### config.mk
export PLATFORM = sky130hd
export DESIGN_NAME = mm_row_sched
export DESIGN_NICKNAME = d
export VERILOG_FILES = /design/src/rtl/mm_row_sched.sv
export SDC_FILE = /design/constraint.sdc
export NUM_CORES = 1
export LEC_CHECK = 0
export BUFFER_PORTS_ARGS = -buffer_cell sky130_fd_sc_hd__buf_4
export CAP_MARGIN = 15
export CORE_ASPECT_RATIO = 1.1
export CORE_MARGIN = 1.5
export CORE_UTILIZATION = 50
export DETAILED_ROUTE_END_ITERATION = 10
export GPL_TIMING_DRIVEN = 0
export HOLD_SLACK_MARGIN = 0.03
export PLACE_DENSITY = 0.85
export SLEW_MARGIN = 10
export SYNTH_ARGS = -nofsm -noshare
export SYNTH_HDL_FRONTEND = slang
export SYNTH_SLANG_ARGS = --single-unit
### constraint.sdc
create_clock -name clk -period 3.59 [get_ports clk]
set_input_delay 0.718 -clock clk [delete_from_list [all_inputs] [get_ports clk]]
set_output_delay 0.718 -clock clk [all_outputs]
set_load 0.005 [all_outputs]
### src/rtl/mm_row_sched.sv
// Row scheduler for a BRAM-backed matrix-vector unit: streams N element reads per row,
// then writes one accumulated result per row, with abort and command validation.
module mm_row_sched #(
   parameter int N          = 4,
   parameter int DW         = 2,
   parameter int BRAM_DEPTH = 32,
   parameter int MAX_ROWS   = 8,
   localparam int AW        = $clog2(BRAM_DEPTH),
   localparam int RW        = $clog2(MAX_ROWS) + 1
) (
   input  logic          clk,
   input  logic          rst,
   input  logic          cmd_valid,
   output logic          cmd_ready,
   input  logic [RW-1:0] cmd_rows,
   input  logic [AW-1:0] cmd_rd_base,
   input  logic [AW-1:0] cmd_wr_base,
   input  logic          abort,
   output logic          rd_en,
   output logic [AW-1:0] rd_addr,
   output logic          acc_en,
   output logic          acc_init,
   output logic          mem_wr_en,
   output logic [AW-1:0] wr_addr,
   output logic [RW-1:0] row_idx,
   output logic          busy,
   output logic          done,
   output logic          err
);

   // DW has no role in scheduling; it only rides along so the element counter width sees it.
   localparam int EW = $clog2(N) + 0 * DW;
   localparam logic [RW-1:0] MAX_R     = RW'(MAX_ROWS);
   localparam logic [EW-1:0] ELEM_LAST = EW'(N - 1);

   typedef enum logic [2:0] {
      S_IDLE,
      S_READ,
      S_WAIT,
      S_WRITE,
      S_DONE
   } state_t;

   state_t        state_q;
   logic [RW-1:0] rows_q;
   logic [RW-1:0] row_idx_q;
   logic [EW-1:0] elem_q;
   logic [AW-1:0] wr_base_q;
   logic [AW-1:0] rd_addr_q;
   logic [AW-1:0] wr_addr_q;
   logic          acc_en_q;
   logic          acc_init_q;
   logic          done_q;
   logic          err_q;

   logic [AW-1:0] wr_addr_d;
   logic          last_row;

   assign wr_addr_d = wr_base_q + AW'(row_idx_q);
   assign last_row  = (row_idx_q == rows_q - RW'(1));

   // Rows are contiguous, so the read address simply advances by one per element
   // (holding across WAIT/WRITE) instead of recomputing base + row*N + elem.
   always_ff @(posedge clk) begin
      if (rst) begin
         state_q    <= S_IDLE;
         rows_q     <= '0;
         row_idx_q  <= '0;
         elem_q     <= '0;
         wr_base_q  <= '0;
         rd_addr_q  <= '0;
         wr_addr_q  <= '0;
         acc_en_q   <= 1'b0;
         acc_init_q <= 1'b0;
         done_q     <= 1'b0;
         err_q      <= 1'b0;
      end else begin
         acc_en_q   <= 1'b0;
         acc_init_q <= 1'b0;
         done_q     <= 1'b0;
         err_q      <= 1'b0;
         case (state_q)
            S_IDLE: begin
               if (cmd_valid) begin
                  if (cmd_rows == '0) begin
                     done_q <= 1'b1;
                  end else if (cmd_rows > MAX_R) begin
                     err_q <= 1'b1;
                  end else begin
                     rows_q    <= cmd_rows;
                     wr_base_q <= cmd_wr_base;
                     rd_addr_q <= cmd_rd_base;
                     row_idx_q <= '0;
                     elem_q    <= '0;
                     state_q   <= S_READ;
                  end
               end
            end
            S_READ: begin
               if (abort) begin
                  elem_q  <= '0;
                  state_q <= S_IDLE;
               end else begin
                  acc_en_q   <= 1'b1;
                  acc_init_q <= (elem_q == '0);
                  if (elem_q == ELEM_LAST) begin
                     elem_q  <= '0;
                     state_q <= S_WAIT;
                  end else begin
                     elem_q    <= elem_q + EW'(1);
                     rd_addr_q <= rd_addr_q + AW'(1);
                  end
               end
            end
            S_WAIT: begin
               if (abort) begin
                  state_q <= S_IDLE;
               end else begin
                  wr_addr_q <= wr_addr_d;
                  state_q   <= S_WRITE;
               end
            end
            S_WRITE: begin
               if (abort) begin
                  state_q <= S_IDLE;
               end else if (last_row) begin
                  done_q  <= 1'b1;
                  state_q <= S_DONE;
               end else begin
                  row_idx_q <= row_idx_q + RW'(1);
                  rd_addr_q <= rd_addr_q + AW'(1);
                  state_q   <= S_READ;
               end
            end
            S_DONE: begin
               state_q <= S_IDLE;
            end
            default: begin
               state_q <= S_IDLE;
            end
         endcase
      end
   end

   assign cmd_ready = (state_q == S_IDLE);
   assign busy      = (state_q != S_IDLE);
   assign rd_en     = (state_q == S_READ);
   assign mem_wr_en = (state_q == S_WRITE);
   assign rd_addr   = rd_addr_q;
   assign wr_addr   = wr_addr_q;
   assign row_idx   = row_idx_q;
   assign acc_en    = acc_en_q;
   assign acc_init  = acc_init_q;
   assign done      = done_q;
   assign err       = err_q;

endmodule

### After elaboration in Yosys (flattened, before gate mapping)

Index checks and enable logic that the tools add are counted.

* bits of input ports: 18
* output and inout port bits: 22
* flip-flop bits (word level): 32
* logic and storage cells: 88

* $add $sub $neg: 5
* reductions and logical operators: 16
* multiplexer cells: 36
* bitwise logic cells: 6
* order comparisons: 1
* equal/unequal tests: 13

Operators by type and width (count)
* $mux 5: 7
* $mux 3: 7
* $mux 4: 5
* $pmux 5 s3: 1
* $ne 2x2->1 const B: 7
* $mux 2: 6
* $pmux 3 s4: 1
* $reduce_and 4->1: 3
* $pmux 4 s2: 1
* $reduce_and 8->1: 1
* $eq 3x2->1 const B: 2
* $mux 1: 6
* $not 1->1: 6
* $reduce_and 6->1: 1
* $reduce_bool 3->1: 2
* $add 5x1->5 const B: 1
* $add 5x4->5: 1
* $add 4x1->4 const B: 1
* $eq 4x4->1: 1
* $gt 4x4->1 const B: 1
* $logic_not 4->1: 1
* $pmux 2 s2: 1
* $reduce_bool 2->1: 2
* $reduce_or 4->1: 1
* 11 further kinds: 11

### Longest topological paths before layout

Gate-level depths: netlist (run 1).

* word-level depth: 5
* gate-level depth with buffers: 8
* mapped depth without buffers: 8

### Worst setup path before layout (run 1)

No wires, ideal clock.

* kind: input-to-reg
* from: in cmd_rows[3]
* to: reg rd_addr_q[4], in the netlist rd_addr[4]
* data arrival time: 1.952 ns
* setup slack: 1.516 ns
* required time: 3.468 ns
* buffers on the path: 0
* stages: 5
* setup time: 0.122 ns
* path through: or4_4 > a31oi_4 > or3b_4 > nor4_1 > a311o_1

* cells in the longest elaborated chain, start to end: 3
* elaborated cells between the ends (all ways): 5
* classes of those cells: order compare: 1; eq/ne: 2; reduce/logical: 2

Ends and longest elaborated chain
* start, declared: line 15 `input logic [RW-1:0] cmd_rows,`
* $gt 4x4->1 / $logic_not 4->1 (equally long branches): line 87, 85
* $ne 2x2->1 (no line)
* $reduce_and 8->1 (no line) *
* end signal, assigned: line 92 `rd_addr_q <= cmd_rd_base;`
* end signal, assigned: line 111 `rd_addr_q <= rd_addr_q + AW'(1);`
* end signal, assigned: line 131 `rd_addr_q <= rd_addr_q + AW'(1);`
* end, declared: line 49 `logic [AW-1:0] rd_addr_q;`

Every way passes the cells marked *; elsewhere a longest branch is shown, timed or not.
A chain may end at the register's enable or synchronous reset.

### Worst setup path in the final report (run 1)

* from: reg state_q[1]
* to: out mem_wr_en

* cells in the longest elaborated chain, start to end: 1

Ends and longest elaborated chain
* start, declared: line 44 `state_t state_q;`
* start signal, assigned: line 66 `state_q <= S_IDLE;`
* start signal, assigned: line 95 `state_q <= S_READ;`
* start signal, assigned: line 102 `state_q <= S_IDLE;`
* $eq 3x2->1: line 148 `assign mem_wr_en = (state_q == S_WRITE);`
* end, declared: line 23 `output logic mem_wr_en,`

No other way between the ends.

==> results.json, run 1 <==
{
  "gp_congestion": 0.846,
  "antenna_cells": 0,
  "rr_startpoint": "elem_q[0]$_SDFFE_PP0P_",
  "reg2reg_to": "rd_addr[3]$_SDFFE_PP0P_",
  "synth_top_family_by_area": "simple AND/OR/NAND/NOR gates",
  "clockBufferDepth": 2,
  "grt_overflow_total": 0,
  "io-pin-count": 40,
  "clock_skew_ns": 0.0146,
  "maxCapViolCount": 0,
  "fillers": 311,
  "nNetsFinal": 274,
  "period_share_pct": 63.0,
  "fmax_mhz": 442,
  "vias_per_cell": 5.42,
  "ys_seq_area_share_pct": 36.3,
  "track_usage_pct": 23.4,
  "ir_drop_mv": 0.247,
  "slew_headroom_pct": 63.5,
  "cp.required_ns": 2.87,
  "root_buffer": "clkbuf_4",
  "cpPeakStageDelay_ns": 0.37,
  "post_dp_cell_area_um2": 2120,
  "r2r_slack_ns": 1.57,
  "yosys_warnings": 0,
  "syn_inst": 200,
  "clk_latency_ns": 0.36,
  "chipWidth_um": 59.7,
  "slew_violations": 0,
  "async_flop_share_pct": 0,
  "syn-cell-area_um2": 1770,
  "crit_fanout": 10,
  "startpoint": "state_q[1]$_SDFFE_PP0P_",
  "setup.worst_path.end_class": "output pin",
  "min_to": "wr_addr[4]$_SDFFE_PP0P_",
  "drive_above_1_share_pct": 23.9,
  "path_cells": "clkbuf_1 > inv_1 > nor2_1 > buf_4",
  "cts.sinks": 32,
  "drt_iter0_drc": 56,
  "synth_fa_ha_area_share_pct": 7.51,
  "numPortBuffers": 39,
  "r2r_cells": 6,
  "avgRoutedWirePerCell_um": 13.6,
  "critPathArrivalTime_ns": 1.54,
  "rows": 22,
  "postLayoutCellArea_um2": 2200,
  "die_h_um": 65.3,
  "layout_min_cycle_time_ns": 2.26,
  "synth-edff-count": 0,
  "synthMuxAreaShare_pct": 7.37,
  "coreArea_um2": 3360,
  "cts_buffers": 5,
  "antenna_found_initial": 0,
  "post-cts-setup-buffers": 0,
  "hp-start": "wr_addr[4]$_SDFFE_PP0P_",
  "setup_slack_ns": 1.33,
  "holdPathStages": 2,
  "crit_type": "flip-flop to output pin",
  "synth_compound_area_share_pct": 14.9,
  "utilization_pct": 65.5,
  "synthToLayoutAreaGrowth_pct": 24.5,
  "outcome": "finished clean",
  "powerDensity_nw_per_um2": 381,
  "wirelength_mm": 4.00,
  "grt_start_max_net_pins": 12,
  "rsz0062_at_grt": "no",
  "tightest_slew_ns": 0.545,
  "cts_tree": "done",
  "fp.dieArea_um2": 3900,
  "holdBufCountCts": 0,
  "ys_ff_latch": 32,
  "synthDistinctLibCells": 47,
  "synth_xor_area_share_pct": 5.24,
  "grt_pass1_vias": 1550,
  "synth_ff_type": "dfxtp_1",
  "drc_errors": 0,
  "avgSynthCellArea_um2": 8.83,
  "holdCritPathClass": "flip-flop to flip-flop",
  "syn_nets": 228,
  "detailed_place_hpwl_mm": 2.93,
  "synthSimpleGateAreaFrac_pct": 24.1,
  "finalSetupViolations": 0,
  "start_util_pct": 52.6,
  "dr.pass1.iters": 4,
  "htreeDepth": 2,
  "setup_tns_ns": 0,
  "regArea_um2": 641,
  "p_leak_nw": 1.00,
  "cp_slowest_cell": "dfxtp_1",
  "multiInputGateArea_um2": 1040,
  "cts.reportedPaths.clkPinSlew_ns": 0.11,
  "grt_pass1_wl_mm": 6.90,
  "worst_setup_path_start_kind": "flip-flop",
  "final_hold_viol_count": 0,
  "cts_resized": 0,
  "vias": 1598,
  "dpl_worst_slack_ns": 1.28,
  "antenna_left": 0
}
## synth_stat cells (3+ instances only)
| cell type | n | area share [%] |
|---|---|---|
| nor3_1 | 9 | 2.5 |
| o21ai_0 | 4 | 1.1 |
| or3_1 | 3 | 1.1 |
| nor2b_1 | 4 | 1.4 |
| a21oi_1 | 10 | 2.8 |
| xnor2_1 | 4 | 2.0 |
| inv_1 | 11 | 2.3 |
| and3_1 | 5 | 1.8 |
| buf_2 | 3 | 0.85 |
| nand2_1 | 9 | 1.9 |
| a22oi_1 | 3 | 1.3 |
| nor2_1 | 28 | 5.9 |
| nand3_1 | 7 | 2.0 |
| xor2_1 | 4 | 2.0 |
| ha_1 | 9 | 6.4 |
| mux2i_1 | 13 | 7.4 |
| nand2b_1 | 4 | 1.4 |
| clkbuf_1 | 3 | 0.64 |
| dfxtp_1 | 32 | 36 |
## flip-flops by register name, summed over array words and instances, names as in the netlist
name       count
err            1
rd_addr        5
elem_q         2
acc_init       1
wr_base_q      5
rows_q         4
row_idx        4
state_q        3
acc_en         1
wr_addr        5
done           1
## cell usage in the layout (no fill, tap or decap), types with 2 or more instances in the layout
cell type	netlist	routed
inv_1	11	11
nor2b_1	4	4
mux2i_1	13	13
nand2_1	9	9
or3_1	3	3
xor2_1	4	4
nor2_1	28	28
a311o_1	2	2
nor3_1	9	9
clkbuf_1	3	3
and3_1	5	5
o21a_1	2	2
nor3b_1	2	2
o21ai_0	4	4
nor4_1	2	2
a21oi_1	10	10
dfxtp_1	32	32
o211ai_1	2	2
nand3_1	7	7
a22oi_1	3	3
xnor2_1	4	4
nand2b_1	4	4
buf_2	3	3
ha_1	9	9
clkbuf_4	0	5
buf_4	2	41
a211oi_1	2	2
## cell type report
cell class | instances | share of cell area, %
Timing Repair Buffer | 39 | 13.3
Multi-Input combinational cell | 149 | 47.4
Sequential cell | 32 | 29.1
Inverter | 11 | 1.88
Tap cell | 48 | 2.73
Buffer | 8 | 1.88
Clock buffer | 5 | 1.71
Clock inverter | 3 | 1.93
## cell families after synthesis
family / after synthesis
fa+ha+maj: 10
xor+xnor: 9
buf+inv: 19
simple gates: 82
mux: 13
flops: 32
compound gates: 35
## how the worst max path moves through the flow
stage	to	slack, ns	depth (start not counted)
6_report	mem_wr_en	1.33	4
5_1_grt	mem_wr_en	1.22	4
4_1_cts	mem_wr_en	1.34	4
3_5_place_dp	rd_addr[3]$_SDFFE_PP0P_	1.28	6
3_3_place_gp	rd_addr[3]$_SDFFE_PP0P_	1.28	6
2_1_floorplan	rd_addr[4]$_SDFFE_PP0P_	1.52	5
## critical path: cells and delay by family, from the launching register on
family                 cells  cell delay [ns]
buffers and inverters      3             0.59
DFF                        1             0.37
and+or+nand+nor            1             0.23
## per-stage QoR
| stage | std cells | total power, mW | hold slack [ns] |
|---|---|---|---|
| global placement | 287 | 0.556 | 0.461 |
| floorplan | 200 | 0.497 | 0.462 |
| global route | 295 | 0.876 | 0.535 |
| CTS | 295 | 0.842 | 0.481 |
| finish | 295 | 0.838 | 0.485 |
| detailed placement | 287 | 0.560 | 0.463 |
## layer usage
metal / vias up / share of wire (%) / GRT usage [%]
li1: 801 / - / -
met1: 743 / 44 / 27.4
met2: 44 / 49 / 39.1
met3: 10 / 4.8 / 5.31
met4: 0 / 2.5 / 12.2
met5: - / 0 / 0
## power by group
part / internal, mW / switching, mW / total (mW) / leakage [nW]
clock network: 0.145 / 0.139 / 0.284 / 0.0412
logic: 0.0804 / 0.0840 / 0.164 / 0.700
registers: 0.373 / 0.0157 / 0.389 / 0.260
(Power assumes the default switching activity.)
==> inputs of run 2 (changes only) <==
--- a/config.mk
+++ b/config.mk
@@ -9,7 +9,7 @@
 export CAP_MARGIN = 15
 export CORE_ASPECT_RATIO = 1.1
 export CORE_MARGIN = 1.5
-export CORE_UTILIZATION = 50
+export CORE_UTILIZATION = 48
 export DETAILED_ROUTE_END_ITERATION = 10
 export GPL_TIMING_DRIVEN = 0
 export HOLD_SLACK_MARGIN = 0.03
==> constraint.sdc (replaced) <==
create_clock -name clk -period 2 [get_ports clk]
set_input_delay 0.4 -clock clk [delete_from_list [all_inputs] [get_ports clk]]
set_output_delay 0.4 -clock clk [all_outputs]
set_load 0.005 [all_outputs]
==> run 2 against run 1 <==
  * Power rose by 69%
  * Utilization fell by 1.6 points
  * Cell area fell by 0.11%
  * Largest power group unchanged
  * Setup slack got worse by 1.2 ns
  * Largest cell class unchanged
==> results.json, run 2 (same netlist as run 1, synthesis figures left out) <==
{
  "ir_drop_mv": 0.472,
  "r2r_slack_ns": 0.17,
  "setup_tns_ns": 0,
  "htreeDepth": 2,
  "holdCritPathClass": "input port to flip-flop",
  "track_usage_pct": 21.6,
  "tightest_slew_ns": 0.537,
  "die_h_um": 66.6,
  "finalSetupViolations": 0,
  "reg2reg_to": "rd_addr[0]$_SDFFE_PP0P_",
  "drt_iter0_drc": 61,
  "slew_headroom_pct": 64.0,
  "avgRoutedWirePerCell_um": 13.7,
  "vias": 1637,
  "setup.worst_path.end_class": "output pin",
  "p_leak_nw": 1.01,
  "antenna_left": 0,
  "chipWidth_um": 60.8,
  "maxCapViolCount": 0,
  "rsz0062_at_grt": "no",
  "drive_above_1_share_pct": 25.6,
  "mostFrequentLayoutCells": "buf_4, dfxtp_1, nor2_1",
  "nNetsFinal": 274,
  "cp.required_ns": 1.60,
  "clockBufferDepth": 2,
  "antenna_found_initial": 0,
  "vias_per_cell": 5.57,
  "cts_tree": "done",
  "layout_min_cycle_time_ns": 1.83,
  "final_hold_viol_count": 0,
  "root_buffer": "clkbuf_4",
  "gp_congestion": 0.865,
  "worst_setup_path_start_kind": "flip-flop",
  "period_share_pct": 91.6,
  "coreArea_um2": 3440,
  "grt_pass1_wl_mm": 6.54,
  "startpoint": "state_q[2]$_SDFFE_PP0P_",
  "r2r_cells": 7,
  "grt_pass1_vias": 1497,
  "antenna_cells": 0,
  "powerDensity_nw_per_um2": 643,
  "min_to": "state_q[1]$_SDFFE_PP0P_",
  "clock_skew_ns": 0.00775,
  "rr_startpoint": "rows_q[0]$_SDFFE_PP0P_",
  "utilization_pct": 63.9,
  "rows": 22,
  "holdPathStages": 2,
  "io-pin-count": 40,
  "hp-start": "abort",
  "critPathArrivalTime_ns": 1.43,
  "drc_errors": 0,
  "dr.pass1.iters": 4,
  "cts.sinks": 32,
  "setup_slack_ns": 0.169,
  "crit_type": "flip-flop to output pin",
  "cts.reportedPaths.clkPinSlew_ns": 0.10,
  "fp.dieArea_um2": 4050,
  "cts_buffers": 5,
  "dpl_worst_slack_ns": 0.0160,
  "wirelength_mm": 4.02,
  "fin_cells": 294,
  "p_total_mw": 1.41,
  "dp_cells": 287,
  "grt_overflow_total": 0,
  "clk_latency_ns": 0.34,
  "start_util_pct": 51.3,
  "final_common_cell": "buf_4",
  "outcome": "finished clean",
  "fmax_mhz": 546,
  "post-cts-setup-buffers": 0,
  "grt_start_max_net_pins": 11,
  "detailed_place_hpwl_mm": 2.94,
  "slew_violations": 0,
  "fillers": 288,
  "numPortBuffers": 39,
  "crit_fanout": 10,
  "synthToLayoutAreaGrowth_pct": 24.4
}
-- run 2: worst max path at each step --
| stage | endpoint |
|---|---|
| floorplan | rd_addr[0]$_SDFFE_PP0P_ |
| global placement | rd_addr[3]$_SDFFE_PP0P_ |
| detailed placement | rd_addr[3]$_SDFFE_PP0P_ |
| CTS | rd_addr[3]$_SDFFE_PP0P_ |
| global route | rd_addr[0]$_SDFFE_PP0P_ |
| finish | rd_en |
-- run 2: worst max-delay path, cell delays in order (launching register included) --
cell and delay, ns:
dfxtp_1 0.32, buf_2 0.20, nand2b_1 0.15, buf_2 0.23, nor2_1 0.07, buf_4 0.13
-- run 2: power breakdown --
group	total [mW]	leakage [nW]	internal, mW	switching [mW]
registers	0.697	0.261	0.670	0.0269
clock network	0.416	0.0374	0.199	0.217
logic	0.301	0.708	0.146	0.155
total	1.41	1.01	1.01	0.398
-- run 2: timing repair --
item / in CTS / in global routing
hold buffers: 0 / 0
resized for setup: 0 / 8
endpoints found under the setup margin: 0 / 7
-- run 2: final cells by class --
class                           count  area [um2]  area share, %
Inverter                           11        41.3           1.88
Clock buffer                        7        65.1           2.96
Tap cell                           48        60.1           2.73
Timing Repair Buffer               39         293           13.3
Buffer                              8        42.5           1.94
Multi-Input combinational cell    149        1050           47.9
Sequential cell                    32         643           29.3
-- run 2: through the flow --
step	cell area [um2]	hold WS, ns
5_1_grt	2200	0.290
6_report	2200	0.284
2_1_floorplan	1770	0.462
3_5_place_dp	2120	0.463
3_3_place_gp	2120	0.460
4_1_cts	2180	0.276
-- run 2: layer usage --
metal	vias up	track usage (%)	share of wire [%]
li1	804	-	-
met1	770	25.9	44
met2	56	36.8	50
met3	7	4.08	4.3
met4	0	9.24	1.7
met5	-	0	0
==> inputs of run 3 (changes only) <==
--- a/config.mk
+++ b/config.mk
@@ -9,11 +9,11 @@
 export CAP_MARGIN = 15
 export CORE_ASPECT_RATIO = 1.1
 export CORE_MARGIN = 1.5
-export CORE_UTILIZATION = 48
+export CORE_UTILIZATION = 45
 export DETAILED_ROUTE_END_ITERATION = 10
 export GPL_TIMING_DRIVEN = 0
-export HOLD_SLACK_MARGIN = 0.03
-export PLACE_DENSITY = 0.85
+export HOLD_SLACK_MARGIN = 0.1
+export PLACE_DENSITY = 0.78
 export SLEW_MARGIN = 10
 export SYNTH_ARGS = -nofsm -noshare
 export SYNTH_HDL_FRONTEND = slang
==> constraint.sdc (replaced) <==
create_clock -name clk -period 1.99 [get_ports clk]
set_input_delay 0.398 -clock clk [delete_from_list [all_inputs] [get_ports clk]]
set_output_delay 0.398 -clock clk [all_outputs]
set_load 0.005 [all_outputs]
==> run 3 against run 2 <==
  * Cell area increased by 1.9%
  * Count of clock-buffer cells in the layout decreased by 1
  * Sequential cell count unchanged
  * Utilization decreased by 3.5 points
==> results.json, run 3 (same netlist as run 1, synthesis figures left out) <==
{
  "worst_setup_path_start_kind": "flip-flop",
  "power_frac_seq_pct": 43.6,
  "p_switching_mw": 0.417,
  "cts_tree": "done",
  "slew_violations": 0,
  "avgRoutedWirePerCell_um": 13.3,
  "finalSetupViolations": 0,
  "rows": 23,
  "min_to": "wr_base_q[0]$_SDFFE_PP0P_",
  "vias": 1591,
  "wl_met3_um": 153,
  "ir_drop_mv": 0.722,
  "cts.reportedPaths.clkPinSlew_ns": 0.07,
  "outcome": "finished clean",
  "io-pin-count": 40,
  "layout_min_cycle_time_ns": 1.90,
  "slew_headroom_pct": 64.0,
  "antenna_cells": 0,
  "dp_cells": 289,
  "drt_iter0_drc": 98,
  "root_buffer": "clkbuf_8",
  "htreeDepth": 2,
  "maxCapViolCount": 0,
  "start_util_pct": 47.6,
  "mostFrequentLayoutCells": "buf_4, dfxtp_1, nor2_1",
  "clockPowerShare_pct": 37.7,
  "power_frac_comb_pct": 18.7,
  "coreArea_um2": 3710,
  "wl_met2_mm": 1.90,
  "p_int_mw": 1.19,
  "crit_type": "flip-flop to flip-flop",
  "chipWidth_um": 62.7,
  "critPathArrivalTime_ns": 2.07,
  "grt_start_max_net_pins": 11,
  "grt_pass1_wl_mm": 6.38,
  "grt_overflow_total": 0,
  "fp.dieArea_um2": 4310,
  "setup.worst_path.end_class": "flip-flop",
  "postLayoutCellArea_um2": 2240,
  "hold_slack_ns": 0.344,
  "r2r_cells": 6,
  "fmax_mhz": 527,
  "cp.required_ns": 2.16,
  "rsz0062_at_grt": "no",
  "synthToLayoutAreaGrowth_pct": 26.8,
  "rr_startpoint": "elem_q[0]$_SDFFE_PP0P_",
  "setup_tns_ns": 0,
  "fin_cells": 297,
  "grt_pass1_vias": 1412,
  "drc_errors": 0,
  "holdPathStages": 3,
  "dr.max_layer_used": "met4",
  "antenna_left": 0,
  "nNetsFinal": 274,
  "tightest_slew_ns": 0.537,
  "powerDensity_nw_per_um2": 718,
  "holdCritPathClass": "input port to flip-flop",
  "wl_met1_mm": 1.80,
  "detailed_place_hpwl_mm": 2.86,
  "reg2reg_to": "rd_addr[3]$_SDFFE_PP0P_",
  "wirelength_mm": 3.94,
  "final_hold_viol_count": 0,
  "clockBufferDepth": 2,
  "clock_skew_ns": 0.0101,
  "numPortBuffers": 39,
  "cts.sinks": 32,
  "period_share_pct": 95.3,
  "post_dp_cell_area_um2": 2120,
  "switching_share_pct": 25.9,
  "drive_above_1_share_pct": 24.7,
  "cts_buffers": 5,
  "track_usage_pct": 19.3,
  "p_leak_nw": 1.02,
  "die_h_um": 68.7,
  "vias_per_cell": 5.36,
  "final_common_cell": "buf_4",
  "clk_latency_ns": 0.29,
  "dr.pass1.iters": 4,
  "gp_congestion": 0.779,
  "antenna_found_initial": 0,
  "crit_fanout": 4,
  "hp-start": "cmd_wr_base[0]",
  "r2r_slack_ns": 0.09
}
run 3: changes by cell type in the layout (fill, tap and decap cells not counted), sizes merged:
cell	before	now
bufinv	0	1
clkbuf	10	9
clkinv	0	1
run 3: layout make-up:
class	count	area [um2]
clock buffers	6	72.6
clock inverters	2	35.0
well taps	50	62.6
plain buffers	8	41.3
repair buffers	39	293
multi-input cells	149	1050
fillers	343	1470
inverters	11	41.3
flip-flops and latches	32	642
run 3: power by group through the flow:
stage / combinational, mW / clock [mW] / sequential (mW)
4_1_cts: 0.298 / 0.624 / 0.700
6_report: 0.301 / 0.607 / 0.701
3_5_place_dp: 0.294 / 0 / 0.715
5_1_grt: 0.331 / 0.646 / 0.705
3_3_place_gp: 0.290 / 0 / 0.714
2_1_floorplan: 0.185 / 0 / 0.711
run 3: timing repair:
| item | in CTS | in global routing |
|---|---|---|
| setup buffers | 0 | 0 |
| hold buffers | 0 | 0 |
| hold endpoints to repair | 0 | 0 |
| gates resized for setup | 1 | 3 |
| endpoints found under the setup margin | 2 | 4 |
run 3: worst max-delay path by stage:
stage,startpoint,end,slack [ns],depth (start not counted)
6_report,elem_q[0]$_SDFFE_PP0P_,rd_addr[3]$_SDFFE_PP0P_,0.09,6
5_1_grt,rows_q[0]$_SDFFE_PP0P_,rd_addr[0]$_SDFFE_PP0P_,0.01,7
4_1_cts,rows_q[0]$_SDFFE_PP0P_,rd_addr[0]$_SDFFE_PP0P_,0.06,7
3_5_place_dp,cmd_rows[0],rd_addr[3]$_SDFFE_PP0P_,0.002,6
3_3_place_gp,cmd_rows[0],rd_addr[3]$_SDFFE_PP0P_,-0.01,6
2_1_floorplan,rows_q[0]$_SDFFE_PP0P_,rd_addr[0]$_SDFFE_PP0P_,0.20,7
run 3: critical path, cell delays in order, from the launching register on:
cell     delay (ns)
dfxtp_1        0.34
ha_1           0.24
nor2b_1        0.15
o21ai_0        0.25
nor3b_2        0.29
nand2_1        0.15
a311o_1        0.36
run 3: through the flow:
| step | setup WS, ns | utilization, % | power [mW] |
|---|---|---|---|
| final | 0.0926 | 60.3 | 1.61 |
| after global routing | 0.0100 | 60.3 | 1.68 |
| after CTS | 0.0572 | 60.2 | 1.62 |
| after detailed placement | 0.00166 | 57.2 | 1.01 |
| after global placement | -0.0114 | 57.2 | 1.00 |
| after floorplan | 0.205 | - | 0.896 |
run 3: layer usage:
layer | vias up | GRT usage, %
met5 | - | 0
met4 | 0 | 10.8
met3 | 7 | 3.08
met2 | 36 | 32.4
met1 | 743 | 24.2
li1 | 805 | -
